==> config.mk <==
export PLATFORM = sky130hd
export DESIGN_NAME = comparador_serial
export DESIGN_NICKNAME = d
export VERILOG_FILES = /design/src/rtl/comparador_pkg.sv /design/src/rtl/comparador_chunk.sv /design/src/rtl/comparador_serial.sv
export SDC_FILE = /design/constraint.sdc
export NUM_CORES = 1
export LEC_CHECK = 0
export BUFFER_PORTS_ARGS = -buffer_cell sky130_fd_sc_hd__buf_4
export CORE_ASPECT_RATIO = 0.75
export CORE_MARGIN = 3
export CORE_UTILIZATION = 47
export DETAILED_ROUTE_END_ITERATION = 16
export PLACE_DENSITY = 0.77
export SLEW_MARGIN = 20
export SYNTH_ARGS = -nofsm -noshare
export SYNTH_HDL_FRONTEND = slang
export SYNTH_SLANG_ARGS = --single-unit
export TNS_END_PERCENT = 30
==> constraint.sdc <==
create_clock -name clk -period 2.3 [get_ports clk]
set_clock_uncertainty 0.1 [all_clocks]
set_input_delay 0 -clock clk [delete_from_list [all_inputs] [get_ports clk]]
set_output_delay 0 -clock clk [all_outputs]
set_load 0.03 [all_outputs]
==> src/rtl/comparador_pkg.sv <==
// Shared definitions for the serial magnitude comparator: FSM encoding,
// flag bit positions and the flag-vector builder.
package comparador_pkg;

    typedef enum logic {
        IDLE    = 1'b0,
        COMPARE = 1'b1
    } state_t;

    localparam int unsigned FLAG_W  = 6;
    localparam int unsigned FLAG_GT = 5;
    localparam int unsigned FLAG_LE = 4;
    localparam int unsigned FLAG_EQ = 3;
    localparam int unsigned FLAG_NE = 2;
    localparam int unsigned FLAG_GE = 1;
    localparam int unsigned FLAG_LT = 0;

    // Expand a GT/LT decision into the full, mutually consistent flag set.
    function automatic logic [FLAG_W-1:0] make_flags(input logic gt, input logic lt);
        logic [FLAG_W-1:0] f;
        logic              eq;
        eq         = !gt && !lt;
        f          = '0;
        f[FLAG_GT] = gt;
        f[FLAG_LE] = !gt;
        f[FLAG_EQ] = eq;
        f[FLAG_NE] = !eq;
        f[FLAG_GE] = !lt;
        f[FLAG_LT] = lt;
        return f;
    endfunction

endpackage

==> src/rtl/comparador_chunk.sv <==
// Combinational unsigned compare of one CHUNK-bit slice.
module comparador_chunk #(
    parameter int unsigned CHUNK = 4
) (
    input  logic [CHUNK-1:0] a,
    input  logic [CHUNK-1:0] b,
    output logic             gt,
    output logic             lt,
    output logic             eq
);

    always_comb begin
        gt = (a > b);
        lt = (a < b);
        eq = (a == b);
    end

endmodule

==> src/rtl/comparador_serial.sv <==
// Serial magnitude comparator: walks the operands CHUNK bits per cycle from
// the MSB end and stops at the first differing chunk.
module comparador_serial
    import comparador_pkg::*;
#(
    parameter int unsigned WIDTH = 16,
    parameter int unsigned CHUNK = 4
) (
    input  logic              clk,
    input  logic              reset,
    input  logic              start,
    input  logic              signed_mode,
    input  logic [WIDTH-1:0]  A,
    input  logic [WIDTH-1:0]  B,
    output logic              busy,
    output logic              done,
    output logic [FLAG_W-1:0] S
);

    localparam int unsigned N  = WIDTH / CHUNK;
    localparam int unsigned IW = (N > 1) ? $clog2(N) : 1;

    state_t           state;
    logic [WIDTH-1:0] a_q;
    logic [WIDTH-1:0] b_q;
    logic [IW-1:0]    idx;
    logic [WIDTH-1:0] sign_flip;
    logic [CHUNK-1:0] a_chunk;
    logic [CHUNK-1:0] b_chunk;
    logic             gt;
    logic             lt;
    logic             eq;

    // Flipping the sign bits once at latch time makes unsigned chunk order match signed order.
    always_comb begin
        sign_flip = {signed_mode, (WIDTH-1)'(0)};
        a_chunk   = CHUNK'(a_q >> (CHUNK * 32'(idx)));
        b_chunk   = CHUNK'(b_q >> (CHUNK * 32'(idx)));
    end

    comparador_chunk #(
        .CHUNK (CHUNK)
    ) u_chunk (
        .a  (a_chunk),
        .b  (b_chunk),
        .gt (gt),
        .lt (lt),
        .eq (eq)
    );

    always_ff @(posedge clk) begin
        if (reset) begin
            state <= IDLE;
            busy  <= 1'b0;
            done  <= 1'b0;
            S     <= '0;
            idx   <= '0;
            a_q   <= '0;
            b_q   <= '0;
        end else begin
            done <= 1'b0;
            case (state)
                IDLE: begin
                    if (start) begin
                        a_q   <= A ^ sign_flip;
                        b_q   <= B ^ sign_flip;
                        idx   <= IW'(N - 1);
                        busy  <= 1'b1;
                        state <= COMPARE;
                    end
                end
                COMPARE: begin
                    // Decide on the first differing chunk, or on the last chunk if all match.
                    if (!eq || (idx == '0)) begin
                        S     <= make_flags(gt, lt);
                        busy  <= 1'b0;
                        done  <= 1'b1;
                        state <= IDLE;
                    end else begin
                        idx <= idx - IW'(1);
                    end
                end
                default: state <= IDLE;
            endcase
        end
    end

endmodule

; After elaboration in Yosys (flattened, before gate mapping)
; Cells that the tools add are included.
[op_classes]
shift = 2
n_bitwise = 3
n_eq_ne = 4
n_reduce_logical = 12
addsub = 1
n_mux = 10
magnitude_cmp = 2
[ops]
columns = op, n
row1 = 16-bit by 4-bit >> shifter with 4-bit output, 2
row2 = 16-bit XOR, 2
row3 = 2-bit AND reduction, 4
row4 = 1-bit 2-to-1 mux, 5
row5 = 4-bit == test, 1
row6 = 4-bit > comparator, 1
row7 = 1-bit zero test, 4
row8 = 4-bit less-than comparator, 1
row9 = 2-bit 2-to-1 mux, 2
row10 = 2-bit != test (second input constant), 2
row11 = 1-bit case mux with 2 select lines, 2
row12 = 2-bit case mux with 2 select lines, 1
row13 = 2-bit zero test, 1
row14 = 2-bit by 1-bit != test with 1-bit output (second input constant), 1
row15 = 2-bit OR reduction, 1
row16 = 2-bit by 1-bit subtractor with 2-bit output (second input constant), 1
row17 = 1-bit logical AND, 1
row18 = 1-bit logical OR, 1
row19 = 1-bit NOT, 1
[totals]
inputBits = 36
wordCells = 41
regBits = 43
output_inout_bits = 8

; Depth between registers and ports, before layout
; Gate-level depths: netlist of run 1.
[depth]
ltp_word = 6
ltp_mapped = 8
mapped_depth_nobuf = 7

; Modules after synthesis
; Synthesis of run 1 repeated with hierarchy kept, for this count alone.
[unflattened]
cells_unflattened = 213
area_unflattened_um2 = 1859.3
[modules_own_cells]
columns = module, instances, area_each_um2, cells_per_inst, seq_area_each_um2
row1 = comparador_serial, 1, 1730.4, 197, 860.8
row2 = comparador_chunk, 1, 128.9, 16, 0.0

; Least setup slack after synthesis of run 1
; No wires, ideal clock.
[synth_timing]
path_kind = reg-to-reg
startpoint = reg idx[0]
endpoint = reg S[3]
synth_period_minus_slack_ps = 2249
required_time_ps = 2085
stages_incl_launch_ff = 7
setup_time_ps = 115
setup_slack_ps = 51
path_buffers = 1
arrival_time_ps = 2033
path_cell_list = dfxtp_1 buf_2 mux4_2 ha_1 a21oi_1 a31oi_2 and3_1
[synth_between]
elab_chain_cells = 5
word_cells_on_any_way = 12
classes_between = order compare: 2 / eq/ne: 1 / shift: 2 / reduce/logical: 7
[synth_rtl]
columns = element, line_no
row1 = "start, declared", comparador_serial.sv:26  ; logic [IW-1:0] idx;
row2 = "start signal, assigned", comparador_serial.sv:67  ; idx <= IW'(N - 1);
row3 = "start signal, assigned", comparador_serial.sv:80  ; idx <= idx - IW'(1);
row4 = branches (longest 5 deep; another with 4-bit > comparator), --
row5 = "end signal, assigned", comparador_serial.sv:75  ; S <= make_flags(gt, lt);
row6 = "end, declared", comparador_serial.sv:17  ; output logic [FLAG_W-1:0] S
; Parallel ways; which one is timed is not known.
; A chain may end at the register's enable or synchronous reset.

; Worst setup path after layout of run 1
[layout_timing]
startpoint = reg idx[1]
endpoint = reg S[3]
; The elaborated chain is that of the path after synthesis.

==> impl_metrics.toml, run 1 <==
[clock_tree]
cts_buffers = 5
clkLatencyLatePin_ns = 0.29
h-tree-depth = 2
clkTransAtPathRegs_ns = 0.08
clockBufferDepth = 2
cts_setup_buffers = 0
clockRootBuffer = "clkbuf_8"
cts.sinks = 43
cts_tree = "yes"

[floorplan]
rows = 19
die_x_um = 78.29
dieArea_um2 = 4714
initial_core_util_pct = 49.66
core_area_um2 = 3709
ios = 44
die_y_um = 60.21

[route]
drt-vias-per-instance = 4.956
wl_per_cell_um = 12.23
drc_errors = 0
drt_iter0_drc = 65
ant_nets = 0
drt-total-wl_mm = 4.146
drt-pass1-iter-count = 4
via_count = 1680

[power_and_ir_drop]
power.leakage_nw = 1.103
total_power_mw = 1.925
p_seq_share_pct = 44.9
p_per_area_nw_per_um2 = 716.7
power.switching_fraction_pct = 29.12
p_comb_share_pct = 28.3
clock_power_share_pct = 26.9
max-vdd-ir-drop_mv = 0.5305
switching_power_mw = 0.5606
intPower_mw = 1.365

[synthesis]
ys_seq_elements = 43
syn_inst = 209
mappedNetlistArea_um2 = 1842
synth_top_area_share_pct = 46.74
synth_area_leaders = "dfxtp_1 (47%), nand2_1 (13%), a21oi_1 (9.8%), mux4_2 (9.8%), ha_1 (3.4%)"
yosysMostFrequentCell = "nand2_1"
ys_warn_count = 0
yosysUniqueCellTypes = 29
avgSynthCellArea_um2 = 8.812
synth_top_area_cell = "dfxtp_1"
synthFlopType = "dfxtp_1"
synth_edf_count = 0
yosysSeqAreaShare_pct = 46.74
syn-num-nets = 250
synth_common_cells = "nand2_1 (65), dfxtp_1 (43), a21oi_1 (36)"
async_reset_ff_share_pct = 0

[layout]
nets = 327
n_fill_cell = 295
drive_gt1_share_pct = 26.48
areaGrowthSynthToFinish_pct = 45.86
n_antenna_cell = 0

[timing]
setup_viol = 0
fmax_ghz = 0.4522
fin_setup_tns_ns = 0
slew_headroom_pct = 72.24
period_share_pct = 96.14
finalCriticalPeriod_ns = 2.211
worst_pin_slew_ns = 0.4164
hold_viol = 0
rsz0062_at_grt = "no"
drv_slew = 0

[global_route]
globalRouteMet2Util_pct = 33.90
grt_max_degree = 43
grt_pass1_vias = 1628
grt_antenna_before_repair = 0
grtUsageMet1_pct = 23.13
grt-busiest-layer = "met2"
grt_pass1_wl_mm = 7.031
gr-usage-met3_pct = 5.120
overflow = 0
grt_usage_pct = 19.26

[placement]
port_buffers = 43
hpwlAfterDp_mm = 2.695
gp_congestion = 0.8412

[critical_path]
crit_chain = "buf_4, mux4_2, ha_1, nand4_2, o21a_2, a31oi_2, and3_1"
setup.worst_path.start_class = "register"
arrival_ns = 2.35
worstPathMaxFanout = 6
critPathSlowestCell = "mux4_2"
worstSetupPathType = "reg -> reg"
cp.required_ns = 2.44
worst_path_largest_cell_delay_ns = 0.51
cp-end-kind = "register"

[min_path]
min_path_type = "in -> reg"

[flow_run]
drv_cap = 0

[outcome]
outcome = "finished, final reports clean"
layout by cell type, fill, tap and decap left out:
master / count
a211oi_1: 2
a21o_1: 1
a21oi_1: 36
a311oi_1: 2
a31oi_1: 1
a31oi_2: 1
and3_1: 1
buf_12: 1
buf_4: 50
clkbuf_1: 1
clkbuf_8: 7
dfxtp_1: 41
dfxtp_2: 1
dfxtp_4: 1
dlygate4sd3_1: 34
ha_1: 4
ha_4: 1
inv_1: 5
inv_2: 1
mux4_2: 8
nand2_1: 65
nand2b_1: 2
nand3_1: 1
nand4_1: 1
nand4_2: 1
nor2_1: 6
nor2b_1: 1
nor2b_2: 1
nor3_1: 2
nor3b_1: 1
o211ai_2: 1
o21a_1: 1
o21a_2: 1
o21ai_2: 1
or2_1: 1
xnor2_1: 2
timing repair:
action / CTS / global route
pin swaps: 1 / 2
resized for setup: 2 / 3
hold endpoints to repair: 32 / 0
setup endpoints to repair: 2 / 2
hold buffers: 34 / 0
area by class of cell:
| class | instances | area [um^2] | share of cell area (%) |
|---|---|---|---|
| sequential | 43 | 865.8 | 32.23 |
| inverter | 6 | 22.52 | 0.8384 |
| timing repair buffer | 85 | 735.7 | 27.39 |
| tap | 52 | 65.06 | 2.422 |
| clock buffer | 8 | 100.1 | 3.726 |
| multi-input combinational | 145 | 897.1 | 33.40 |
per-layer routing:
metal	vias up	share of wire, %	routed length, um
met2	36	49	2011
met4	0	1.4	56
met3	8	4.8	201
met5	-	0	0
li1	855	-	-
met1	781	45	1877
cells by family (layout without fill, tap and decap cells):
group,Yosys count,in the layout,synth area share (%)
AND/OR/NAND/NOR,83,83,18.75
AO/OA/AOI/OAI,47,47,15.01
flip-flops,43,43,46.74
buffers and inverters,21,99,5.367
multiplexers,8,8,9.782
adder cells (fa/ha/maj),5,5,3.397
XOR/XNOR,2,2,0.9513
worst paths after layout:
path                               end  depth (start not counted)  slack [ns]   start
worst min-delay path              done                          2        0.01   reset
worst min register to register  a_q[5]                          2        0.36  a_q[5]
worst max register to register    S[3]                          7        0.09  idx[1]
worst max-delay path              S[3]                          7        0.09  idx[1]
registers in the layout, indices dropped and copies added (netlist names):
signal  flops
state       1
S           6
done        1
busy        1
b_q        16
a_q        16
idx         2
power by group through the flow:
| stage | logic [mW] | registers [mW] | clock network, mW |
|---|---|---|---|
| floorplan | 0.297 | 0.903 | 0 |
| global placement | 0.478 | 0.878 | 0 |
| global route | 0.600 | 0.875 | 0.563 |
| finish | 0.544 | 0.864 | 0.517 |
| CTS | 0.539 | 0.864 | 0.529 |
| detailed placement | 0.488 | 0.879 | 0 |
worst max-delay path, delay by kind of cell (launching register included):
family	cells	cell delay [ns]
compound gates	2	0.43
buf+inv	1	0.13
flops	1	0.37
mux	1	0.51
fa+ha+maj	1	0.30
simple gates	2	0.32
stage by stage:
stage | utilization [%] | cell area (um^2) | worst slack, ns | hold slack, ns | cells
final | 72.44 | 2686 | 0.08883 | 0.01231 | 339
after global routing | 72.44 | 2686 | 0.01234 | 0.04771 | 339
after CTS | 72.03 | 2671 | 0.01191 | 0.01511 | 339
after detailed placement | 60.09 | 2228 | -0.01219 | 0.1551 | 297
after global placement | 60.09 | 2228 | 0.06918 | 0.1480 | 297
after floorplan | - | 1842 | 0.05150 | 0.03596 | 209
Power figures use the tool's default switching activity.
==> run 2, diff against run 1 <==
--- a/config.mk
+++ b/config.mk
@@ -11,6 +11,7 @@
 export CORE_UTILIZATION = 47
 export DETAILED_ROUTE_END_ITERATION = 16
 export PLACE_DENSITY = 0.77
+export RECOVER_POWER = 50
 export SLEW_MARGIN = 20
 export SYNTH_ARGS = -nofsm -noshare
 export SYNTH_HDL_FRONTEND = slang
==> run 2 against run 1 <==
Critical path depth stayed put. Clock-buffer cell count stayed put. Sequential power hardly changed. Flip-flop and latch count stayed put. Clock power hardly changed. Hold slack better by 0.0035 ns. Wire length is 0.48% higher. Critical endpoint unchanged. Largest cell class unchanged. Largest power group unchanged. Highest routed layer unchanged.
==> impl_metrics.toml, run 2 (synthesis results as in run 1) <==
[placement]
hpwlAfterDp_mm = 2.695
gp_congestion = 0.8412
port_buffers = 43

[floorplan]
core_area_um2 = 3709
die_x_um = 78.29
die_y_um = 60.21
ios = 44
initial_core_util_pct = 49.66
dieArea_um2 = 4714
rows = 19

[timing]
fmax_ghz = 0.4525
slew_headroom_pct = 61.52
setup_viol = 0
drv_slew = 0
period_share_pct = 96.09
rsz0062_at_grt = "no"
worst_pin_slew_ns = 0.5772
hold_viol = 0
finalCriticalPeriod_ns = 2.210
fin_setup_tns_ns = 0

[route]
drt-vias-per-instance = 4.953
drt_iter0_drc = 70
drt-total-wl_mm = 4.166
drc_errors = 0
ant_nets = 0
via_count = 1679
drt-pass1-iter-count = 4
wl_per_cell_um = 12.29

[clock_tree]
clockRootBuffer = "clkbuf_8"
clockBufferDepth = 2
h-tree-depth = 2
cts_buffers = 5
clkLatencyLatePin_ns = 0.29
cts.sinks = 43
cts_setup_buffers = 0
cts_tree = "yes"
clkTransAtPathRegs_ns = 0.08

[layout]
nets = 327
drive_gt1_share_pct = 23.00
final_common_cell = "nand2_1"
areaGrowthSynthToFinish_pct = 43.75
n_fill_cell = 309
n_antenna_cell = 0
layout_common_cells = "nand2_1 (65), dfxtp_1 (41), buf_4 (40)"
reg_top3 = "a_q (16), b_q (16), S (6)"

[global_route]
overflow = 0
grt_antenna_before_repair = 0
grt_pass1_wl_mm = 7.031
grt_max_degree = 43
grt_pass1_vias = 1628
grt_usage_pct = 19.26

[critical_path]
worstPathMaxFanout = 6
setup.worst_path.start_class = "register"
cp-end-kind = "register"
arrival_ns = 2.35
worstSetupPathType = "reg -> reg"
cp.required_ns = 2.44

[power_and_ir_drop]
p_per_area_nw_per_um2 = 718.7
total_power_mw = 1.903
max-vdd-ir-drop_mv = 0.5282
power.leakage_nw = 1.065

[min_path]
min_path_type = "in -> reg"

[outcome]
outcome = "finished, final reports clean"

[flow_run]
drv_cap = 0
## run 2: changes by cell type in the layout (fill, tap and decap cells not counted)
cell      previous run  this run
nor2b_2              1         0
buf_4               50        40
clkbuf_1             1        10
nor2b_1              1         2
clkbuf_2             0         1
## run 2: final timing paths
path,startpoint,to,slack (ns),cells after the start
hold reg to reg,b_q[11],b_q[11],0.36,2
hold / removal,reset,done,0.02,2
setup reg to reg,idx[1],S[3],0.09,7
setup / recovery,idx[1],S[3],0.09,7
## run 2: critical path, stage by stage, from the launching register on
cell     delay [ns]
dfxtp_2        0.37
buf_4          0.13
mux4_2         0.51
ha_1           0.30
nand4_2        0.15
o21a_2         0.28
a31oi_2        0.15
and3_1         0.17
## run 2: repair_timing
item,4_1_cts,5_1_grt
endpoints found under the setup margin,2,2
endpoints found under the hold margin,32,0
pin swaps,1,2
hold buffers,34,0
resized for setup,2,3
## run 2: layout make-up
cell class	count	area, um^2	share of cell area [%]
clock buffer	8	100.1	3.781
inverter	6	22.52	0.8507
multi-input combinational	145	894.6	33.79
sequential	43	865.8	32.70
tap	52	65.06	2.457
timing repair buffer	85	699.4	26.42
## run 2: stage by stage
| stage | instances | cell area (um^2) | setup WS (ns) | util, % | hold WS [ns] |
|---|---|---|---|---|---|
| floorplan | 209 | 1842 | 0.05150 | - | 0.03596 |
| finish | 339 | 2648 | 0.08983 | 71.39 | 0.01577 |
| detailed placement | 297 | 2228 | -0.01219 | 60.09 | 0.1551 |
| global route | 339 | 2648 | 0.01234 | 71.39 | 0.04771 |
| CTS | 339 | 2671 | 0.01191 | 72.03 | 0.01511 |
| global placement | 297 | 2228 | 0.06918 | 60.09 | 0.1480 |
## run 2: layer usage
layer  track usage (%)  part of all wire, %
met5                 0                    0
met4             6.733                  1.3
met3             5.120                  5.0
met2             33.90                   47
met1             23.13                   46
## run 2: where the power goes
| part | switching [mW] | leakage (nW) | internal, mW |
|---|---|---|---|
| registers | 0.0460 | 0.355 | 0.817 |
| clock network | 0.244 | 0.0515 | 0.274 |
| logic | 0.270 | 0.659 | 0.252 |
